<file path="config.mk">
export PLATFORM = sky130hd
export DESIGN_NAME = vga_sync_decoder
export DESIGN_NICKNAME = d
export VERILOG_FILES = /design/src/rtl/breakout_vga_pkg.sv /design/src/rtl/vga_lock_fsm.sv /design/src/rtl/vga_sync_decoder.sv
export SDC_FILE = /design/constraint.sdc
export NUM_CORES = 1
export LEC_CHECK = 0
export CORE_UTILIZATION = 55
export DETAILED_ROUTE_END_ITERATION = 10
export PLACE_DENSITY_LB_ADDON = 0.05
export SLEW_MARGIN = 20
export SYNTH_ARGS = -nofsm -noshare
export SYNTH_HDL_FRONTEND = slang
export SYNTH_SLANG_ARGS = --single-unit
</file>
<file path="constraint.sdc">
create_clock -name CLK -period 4.25 [get_ports CLK]
set_clock_uncertainty 0.15 [all_clocks]
set_input_delay 0.6375 -clock CLK [delete_from_list [all_inputs] [get_ports CLK]]
set_output_delay 0.6375 -clock CLK [all_outputs]
set_load 0.02 [all_outputs]
</file>
<file path="src/rtl/breakout_vga_pkg.sv">
// Timing constants and lock-state type shared by the VGA renderer and the
// sync decoder, so both ends of the link agree on 800x600@60.
package breakout_vga_pkg;

    localparam int   VGA_H_VISIBLE   = 800;
    localparam int   VGA_H_SYNC      = 128;
    localparam int   VGA_H_BACK      = 88;
    localparam int   VGA_H_TOTAL     = 1056;
    localparam int   VGA_V_VISIBLE   = 600;
    localparam int   VGA_V_SYNC      = 4;
    localparam int   VGA_V_BACK      = 23;
    localparam int   VGA_V_TOTAL     = 628;
    localparam logic VGA_SYNC_ACTIVE = 1'b1;
    localparam int   VGA_LOCK_FRAMES = 2;

    typedef enum logic [1:0] {
        LOCK_HUNT   = 2'd0,
        LOCK_CHECK  = 2'd1,
        LOCK_LOCKED = 2'd2
    } lock_state_e;

endpackage

</file>
<file path="src/rtl/vga_lock_fsm.sv">
// Lock tracker for the sync decoder: HUNT for a frame edge, CHECK a run of
// clean frames, then hold LOCKED until the first timing error.
module vga_lock_fsm
    import breakout_vga_pkg::*;
#(
    parameter int LOCK_FRAMES = VGA_LOCK_FRAMES
) (
    input  logic        clk,
    input  logic        rst_n,
    input  logic        line_err,
    input  logic        frame_err,
    input  logic        frame_edge,
    output logic        locked,
    output logic        err_inc,
    output lock_state_e state_next
);

    localparam int CNT_W = (LOCK_FRAMES < 2) ? 1 : $clog2(LOCK_FRAMES + 1);

    lock_state_e      state_q, state_d;
    logic [CNT_W-1:0] good_q, good_d;
    logic             any_err;

    always_ff @(posedge clk or negedge rst_n) begin
        if (!rst_n) begin
            state_q <= LOCK_HUNT;
            good_q  <= '0;
        end else begin
            state_q <= state_d;
            good_q  <= good_d;
        end
    end

    always_comb begin
        state_d = state_q;
        good_d  = good_q;
        err_inc = 1'b0;
        any_err = line_err | frame_err;
        case (state_q)
            LOCK_HUNT: begin
                if (frame_edge) begin
                    state_d = LOCK_CHECK;
                    good_d  = '0;
                end
            end
            LOCK_CHECK: begin
                // An error on the edge that would complete lock wins.
                if (any_err) begin
                    state_d = LOCK_HUNT;
                end else if (frame_edge) begin
                    good_d = good_q + CNT_W'(1);
                    if (good_q + CNT_W'(1) == CNT_W'(LOCK_FRAMES)) begin
                        state_d = LOCK_LOCKED;
                    end
                end
            end
            LOCK_LOCKED: begin
                if (any_err) begin
                    state_d = LOCK_HUNT;
                    err_inc = 1'b1;
                end
            end
            default: state_d = LOCK_HUNT;
        endcase
    end

    assign locked     = (state_q == LOCK_LOCKED);
    assign state_next = state_d;

endmodule

</file>
<file path="src/rtl/vga_sync_decoder.sv">
// Receive-side VGA decoder: registers the renderer's sync/colour stream,
// recovers pixel coordinates from sync timing and emits validated pixels.
module vga_sync_decoder
    import breakout_vga_pkg::*;
#(
    parameter int   H_VISIBLE   = VGA_H_VISIBLE,
    parameter int   H_SYNC      = VGA_H_SYNC,
    parameter int   H_BACK      = VGA_H_BACK,
    parameter int   H_TOTAL     = VGA_H_TOTAL,
    parameter int   V_VISIBLE   = VGA_V_VISIBLE,
    parameter int   V_SYNC      = VGA_V_SYNC,
    parameter int   V_BACK      = VGA_V_BACK,
    parameter int   V_TOTAL     = VGA_V_TOTAL,
    parameter logic SYNC_ACTIVE = VGA_SYNC_ACTIVE,
    parameter int   LOCK_FRAMES = VGA_LOCK_FRAMES
) (
    input  logic       CLK,
    input  logic       RST_N,
    input  logic       HSYNC,
    input  logic       VSYNC,
    input  logic [7:0] COLOR,
    output logic       PIXEL_VALID,
    output logic [9:0] PIXEL_X,
    output logic [9:0] PIXEL_Y,
    output logic [7:0] PIXEL_COLOR,
    output logic       FRAME_START,
    output logic       LOCKED,
    output logic [7:0] ERR_COUNT
);

    localparam logic [10:0] H_MAX   = 11'h7FF;
    localparam logic [10:0] H_LAST  = 11'(H_TOTAL - 1);
    localparam logic [10:0] H_START = 11'(H_SYNC + H_BACK);
    localparam logic [10:0] H_END   = 11'(H_SYNC + H_BACK + H_VISIBLE);
    localparam logic [9:0]  V_MAX   = 10'h3FF;
    localparam logic [9:0]  V_LAST  = 10'(V_TOTAL - 1);
    localparam logic [9:0]  V_START = 10'(V_SYNC + V_BACK);
    localparam logic [9:0]  V_END   = 10'(V_SYNC + V_BACK + V_VISIBLE);

    // s1 input stage
    logic        hs_s1_q, hs_s1_d;
    logic        vs_s1_q, vs_s1_d;
    logic [7:0]  color_s1_q, color_s1_d;

    // decode state
    logic        hs_prev_q, hs_prev_d;
    logic        vs_at_lead_q, vs_at_lead_d;
    logic [10:0] h_q, h_d;
    logic [9:0]  v_q, v_d;

    // output stage
    logic        valid_q, valid_d;
    logic [9:0]  x_q, x_d;
    logic [9:0]  y_q, y_d;
    logic [7:0]  color_q, color_d;
    logic        fs_q, fs_d;
    logic [7:0]  err_cnt_q, err_cnt_d;

    logic        hs_act, vs_act, hs_lead, frame_edge;
    logic        line_err, frame_err, in_window;
    logic [10:0] h_off;
    logic [9:0]  v_off;
    logic        locked, err_inc;
    lock_state_e lock_state_next;

    always_ff @(posedge CLK or negedge RST_N) begin
        if (!RST_N) begin
            hs_s1_q      <= ~SYNC_ACTIVE;
            vs_s1_q      <= ~SYNC_ACTIVE;
            color_s1_q   <= '0;
            hs_prev_q    <= ~SYNC_ACTIVE;
            vs_at_lead_q <= 1'b0;
            h_q          <= '0;
            v_q          <= '0;
            valid_q      <= 1'b0;
            x_q          <= '0;
            y_q          <= '0;
            color_q      <= '0;
            fs_q         <= 1'b0;
            err_cnt_q    <= '0;
        end else begin
            hs_s1_q      <= hs_s1_d;
            vs_s1_q      <= vs_s1_d;
            color_s1_q   <= color_s1_d;
            hs_prev_q    <= hs_prev_d;
            vs_at_lead_q <= vs_at_lead_d;
            h_q          <= h_d;
            v_q          <= v_d;
            valid_q      <= valid_d;
            x_q          <= x_d;
            y_q          <= y_d;
            color_q      <= color_d;
            fs_q         <= fs_d;
            err_cnt_q    <= err_cnt_d;
        end
    end

    always_comb begin
        hs_s1_d    = HSYNC;
        vs_s1_d    = VSYNC;
        color_s1_d = COLOR;
        hs_prev_d  = hs_s1_q;

        hs_act     = (hs_s1_q == SYNC_ACTIVE);
        vs_act     = (vs_s1_q == SYNC_ACTIVE);
        hs_lead    = hs_act && (hs_prev_q != SYNC_ACTIVE);
        // A frame edge is the first HSYNC edge seen with VSYNC active.
        frame_edge = hs_lead && vs_act && !vs_at_lead_q;

        vs_at_lead_d = hs_lead ? vs_act : vs_at_lead_q;

        if (hs_lead)            h_d = '0;
        else if (h_q == H_MAX)  h_d = h_q;
        else                    h_d = h_q + 11'd1;

        if (!hs_lead)           v_d = v_q;
        else if (frame_edge)    v_d = '0;
        else if (v_q == V_MAX)  v_d = v_q;
        else                    v_d = v_q + 10'd1;

        // Saturation is reported only on the sample that reaches the limit.
        line_err  = (hs_lead && (h_q != H_LAST)) || ((h_d == H_MAX) && (h_q != H_MAX));
        frame_err = (frame_edge && (v_q != V_LAST)) || ((v_d == V_MAX) && (v_q != V_MAX));

        in_window = (h_d >= H_START) && (h_d < H_END) && (v_d >= V_START) && (v_d < V_END);
        h_off     = h_d - H_START;
        v_off     = v_d - V_START;

        valid_d = (lock_state_next == LOCK_LOCKED) && in_window;
        x_d     = valid_d ? h_off[9:0] : x_q;
        y_d     = valid_d ? v_off : y_q;
        color_d = valid_d ? color_s1_q : color_q;
        fs_d    = valid_d && (h_off == 11'd0) && (v_off == 10'd0);

        err_cnt_d = (err_inc && (err_cnt_q != 8'hFF)) ? err_cnt_q + 8'd1 : err_cnt_q;
    end

    vga_lock_fsm #(
        .LOCK_FRAMES(LOCK_FRAMES)
    ) u_lock_fsm (
        .clk        (CLK),
        .rst_n      (RST_N),
        .line_err   (line_err),
        .frame_err  (frame_err),
        .frame_edge (frame_edge),
        .locked     (locked),
        .err_inc    (err_inc),
        .state_next (lock_state_next)
    );

    assign PIXEL_VALID = valid_q;
    assign PIXEL_X     = x_q;
    assign PIXEL_Y     = y_q;
    assign PIXEL_COLOR = color_q;
    assign FRAME_START = fs_q;
    assign LOCKED      = locked;
    assign ERR_COUNT   = err_cnt_q;

endmodule

</file>
==> impl_metrics.env <==
export IMPL_status="finished, final reports clean"
export IMPL_hold_path_class="in -> async"
export IMPL_globalplace_congestion=0.896
export IMPL_cts_tree="done"
export IMPL_cts_buffer_depth=2
export IMPL_routed_wl_um=8950
export IMPL_critical_path_class="reg -> reg"
export IMPL_period_needed_ps=3940
export IMPL_start_util_pct=57.7
export IMPL_dp_hpwl_um=6290
export IMPL_ctsHoldBuffers=0
export IMPL_clk_latency_ps=350
export IMPL_die_area_um2=7590
export IMPL_syn_inst=363
export IMPL_grt_max_degree=76
export IMPL_met3_usage_pct=6.54
export IMPL_postSynth_asyncResetShare_pct=100
export IMPL_drc=0
export IMPL_diodes=0
export IMPL_crit_path_start_kind="flip-flop"
export IMPL_rows=30
export IMPL_drt_pass1_iter_count=5
export IMPL_syn_to_final_growth_pct=20.1
export IMPL_fin_hold_ws_ps=251
export IMPL_cts_buffers_inserted=9
export IMPL_io_pins=51
export IMPL_cp_required_ps=4330
export IMPL_slew_headroom_pct=39.1
export IMPL_grt_pass1_wl_um=14700
export IMPL_reg2reg_from="h_q[0]$_DFF_PN0_"
export IMPL_rsz0062_at_grt="false"
export IMPL_crit_path_max_fanout=17
export IMPL_clk_pin_slew_ps=80
export IMPL_slew_viol_final=0
export IMPL_hold_violations=0
export IMPL_antenna_found_initial=0
export IMPL_critPathCaptureType="flip-flop"
export IMPL_grt_use_met2_pct=37.0
export IMPL_dieHeight_um=87.1
export IMPL_final_net_count=436
export IMPL_route_vias_total=3029
export IMPL_post_synth_num_cell_types=60
export IMPL_syn_area_per_cell_um2=11.0
export IMPL_drive_above_1_share_pct=14.2
export IMPL_grt_usage_pct=25.5
export IMPL_cts_sinks=75
export IMPL_worst_pin_slew_ps=913
export IMPL_htree_levels=3
export IMPL_drt_iter0_drc=184
export IMPL_ant_nets=0
export IMPL_grt_overflow_total=0
export IMPL_fillCellCount=532
export IMPL_post_route_period_util_pct=92.7
export IMPL_vias_per_cell=5.84
export IMPL_synth_nets=381
export IMPL_root_buffer="clkbuf_8"
export IMPL_ir_worst_vdd_mv=0.185
export IMPL_cts_setup_buffers=0
export IMPL_ys_seq_area_share_pct=47.1
export IMPL_setup_viol=0
export IMPL_p_per_area_nw_per_um2=344
export IMPL_synth_main_ff_cell="dfrtp_1"
export IMPL_ys_ff_latch=75
export IMPL_rrSetupSlack_ps=310
export IMPL_wl_per_cell_um=17.2
export IMPL_finalSetupTns_ps=0
export IMPL_regToRegEndpoint="PIXEL_X[1]$_DFFE_PN0P_"
export IMPL_syn_area_um2=3990
export IMPL_yosys_warnings=0
export IMPL_drv_cap=0
export IMPL_cts_resized=0
export IMPL_synth_edf_count=0
export IMPL_met1_usage_pct=37.8
export IMPL_grt_pass1_vias=2927
export IMPL_cp_arrival_ps=4020
export IMPL_reg2reg_depth=13
export IMPL_power_leakage_nw=2.08
export IMPL_fmax_mhz=254
export IMPL_die_w_um=87.1
export IMPL_top_usage_layer="met1"
export IMPL_port_buffers=50
export IMPL_coreArea_um2=6910
==> placed cells by master, fill, tap and decap left out, types with 11 or more instances in the layout <==
cell type	synthesis	final
clkdlybuf4s50_1	0	49
mux2_4	26	26
o21ai_0	11	11
nand3_1	12	12
inv_1	14	14
nor3_1	12	12
nand2_1	29	29
xnor2_1	17	17
nor2_1	29	29
a21oi_1	11	11
dfrtp_1	75	75
==> cells by family after synthesis <==
logic type | count (synthesis) | synth area share, %
AND/OR/NAND/NOR | 144 | 20.9
flip-flops | 75 | 47.1
AO/OA/AOI/OAI | 60 | 10.9
multiplexers | 32 | 11.4
buffers and inverters | 25 | 3.23
XOR/XNOR | 21 | 4.62
adder cells (fa/ha/maj) | 6 | 1.88
==> per-stage QoR <==
step / utilization (%) / power, mW / setup WS [ps] / cells / instance area, um2
after floorplan: - / 0.970 / 672 / 363 / 3990
after global placement: 66.1 / 1.04 / 542 / 503 / 4560
after detailed placement: 66.1 / 1.05 / 396 / 503 / 4560
after CTS: 69.3 / 1.66 / 344 / 519 / 4790
after global routing: 69.3 / 1.73 / 38.5 / 519 / 4790
final: 69.3 / 1.65 / 311 / 519 / 4790
==> cell type report <==
cell class | count | area (um2) | share of cell area [%]
clock inverter | 7 | 98.8 | 2.06
timing repair buffer | 55 | 536 | 11.2
clock buffer | 9 | 124 | 2.59
multi-input combinational | 263 | 1980 | 41.3
tap | 96 | 120 | 2.51
inverter | 14 | 52.6 | 1.10
sequential | 75 | 1880 | 39.2
==> worst max-delay path, cell delays in order, from the launching register on <==
cell     delay (ps)
dfrtp_1         460
ha_1            290
nand4_1         250
nor3_1          370
o21ai_0         230
inv_1           140
ha_1            250
and4b_1         220
a22oi_1         270
a21o_1          200
nor2_1           70
nor4_4          240
buf_4           350
mux2_4          340
==> per-layer routing <==
metal | share of wire (%) | vias to the layer above | wire, um
met5 | 0 | - | 0
met3 | 6.5 | 15 | 585
met1 | 48 | 1462 | 4340
met4 | 1.5 | 0 | 133
met2 | 44 | 124 | 3900
li1 | - | 1428 | -
==> report_power, final <==
group / switching [mW] / leakage (nW) / internal (mW)
Combinational: 0.136 / 0.956 / 0.0922
Clock: 0.274 / 0.110 / 0.334
Sequential: 0.0598 / 1.01 / 0.752
Total: 0.470 / 2.08 / 1.18
==> registers in the layout, indices dropped and copies added, names as in the netlist <==
register,count
ERR_COUNT,8
FRAME_START,1
PIXEL_COLOR,8
PIXEL_VALID,1
PIXEL_X,10
PIXEL_Y,10
color_s1_q,8
h_q,11
hs_act,1
hs_prev_q,1
u_lock_fsm.good_q,2
u_lock_fsm.state_q,2
v_q,10
vs_act,1
vs_at_lead_q,1
==> synthesized netlist by cell type, types with 2 or more instances <==
| cell type | n | area share (%) |
|---|---|---|
| and3_1 | 7 | 1.1 |
| mux2i_1 | 4 | 1.0 |
| mux2_4 | 26 | 9.8 |
| nor4b_1 | 2 | 0.44 |
| a21oi_1 | 11 | 1.4 |
| nand4b_1 | 3 | 0.66 |
| dfrtp_1 | 75 | 47 |
| nor3b_1 | 4 | 0.75 |
| a22o_1 | 2 | 0.44 |
| nor2b_1 | 6 | 0.94 |
| or3_1 | 2 | 0.31 |
| nand3b_1 | 3 | 0.57 |
| mux2_2 | 2 | 0.57 |
| a41oi_1 | 2 | 0.44 |
| nand3_1 | 12 | 1.5 |
| clkbuf_1 | 2 | 0.19 |
| a31oi_1 | 7 | 1.1 |
| o211ai_1 | 3 | 0.57 |
| nor3_1 | 12 | 1.5 |
| nand2_1 | 29 | 2.7 |
| a211oi_1 | 3 | 0.57 |
| and4b_1 | 2 | 0.50 |
| a21o_1 | 3 | 0.57 |
| nand4_1 | 9 | 1.4 |
| buf_6 | 4 | 1.1 |
| and2_1 | 6 | 0.94 |
| xor2_1 | 4 | 0.88 |
| or4_1 | 3 | 0.57 |
| and4_1 | 5 | 1.1 |
| o21bai_1 | 3 | 0.57 |
| buf_2 | 4 | 0.50 |
| inv_1 | 14 | 1.3 |
| xnor2_1 | 17 | 3.7 |
| ha_1 | 6 | 1.9 |
| a211o_1 | 3 | 0.66 |
| nor2_1 | 29 | 2.7 |
| o21ai_0 | 11 | 1.4 |
==> how the worst max path moves through the flow <==
| stage | cells after the start | to | start | slack (ps) |
|---|---|---|---|---|
| 2_1_floorplan | 13 | PIXEL_COLOR[0]$_DFFE_PN0P_ | hs_act$_DFF_PN0_ | 670 |
| 3_3_place_gp | 11 | PIXEL_X[3]$_DFFE_PN0P_ | hs_act$_DFF_PN0_ | 540 |
| 3_5_place_dp | 13 | PIXEL_COLOR[3]$_DFFE_PN0P_ | h_q[0]$_DFF_PN0_ | 400 |
| 4_1_cts | 13 | PIXEL_X[8]$_DFFE_PN0P_ | h_q[0]$_DFF_PN0_ | 340 |
| 5_1_grt | 13 | PIXEL_X[8]$_DFFE_PN0P_ | h_q[0]$_DFF_PN0_ | 40 |
| 6_report | 13 | PIXEL_X[1]$_DFFE_PN0P_ | h_q[0]$_DFF_PN0_ | 310 |
Note: power is estimated with default switching activity, not from simulation.
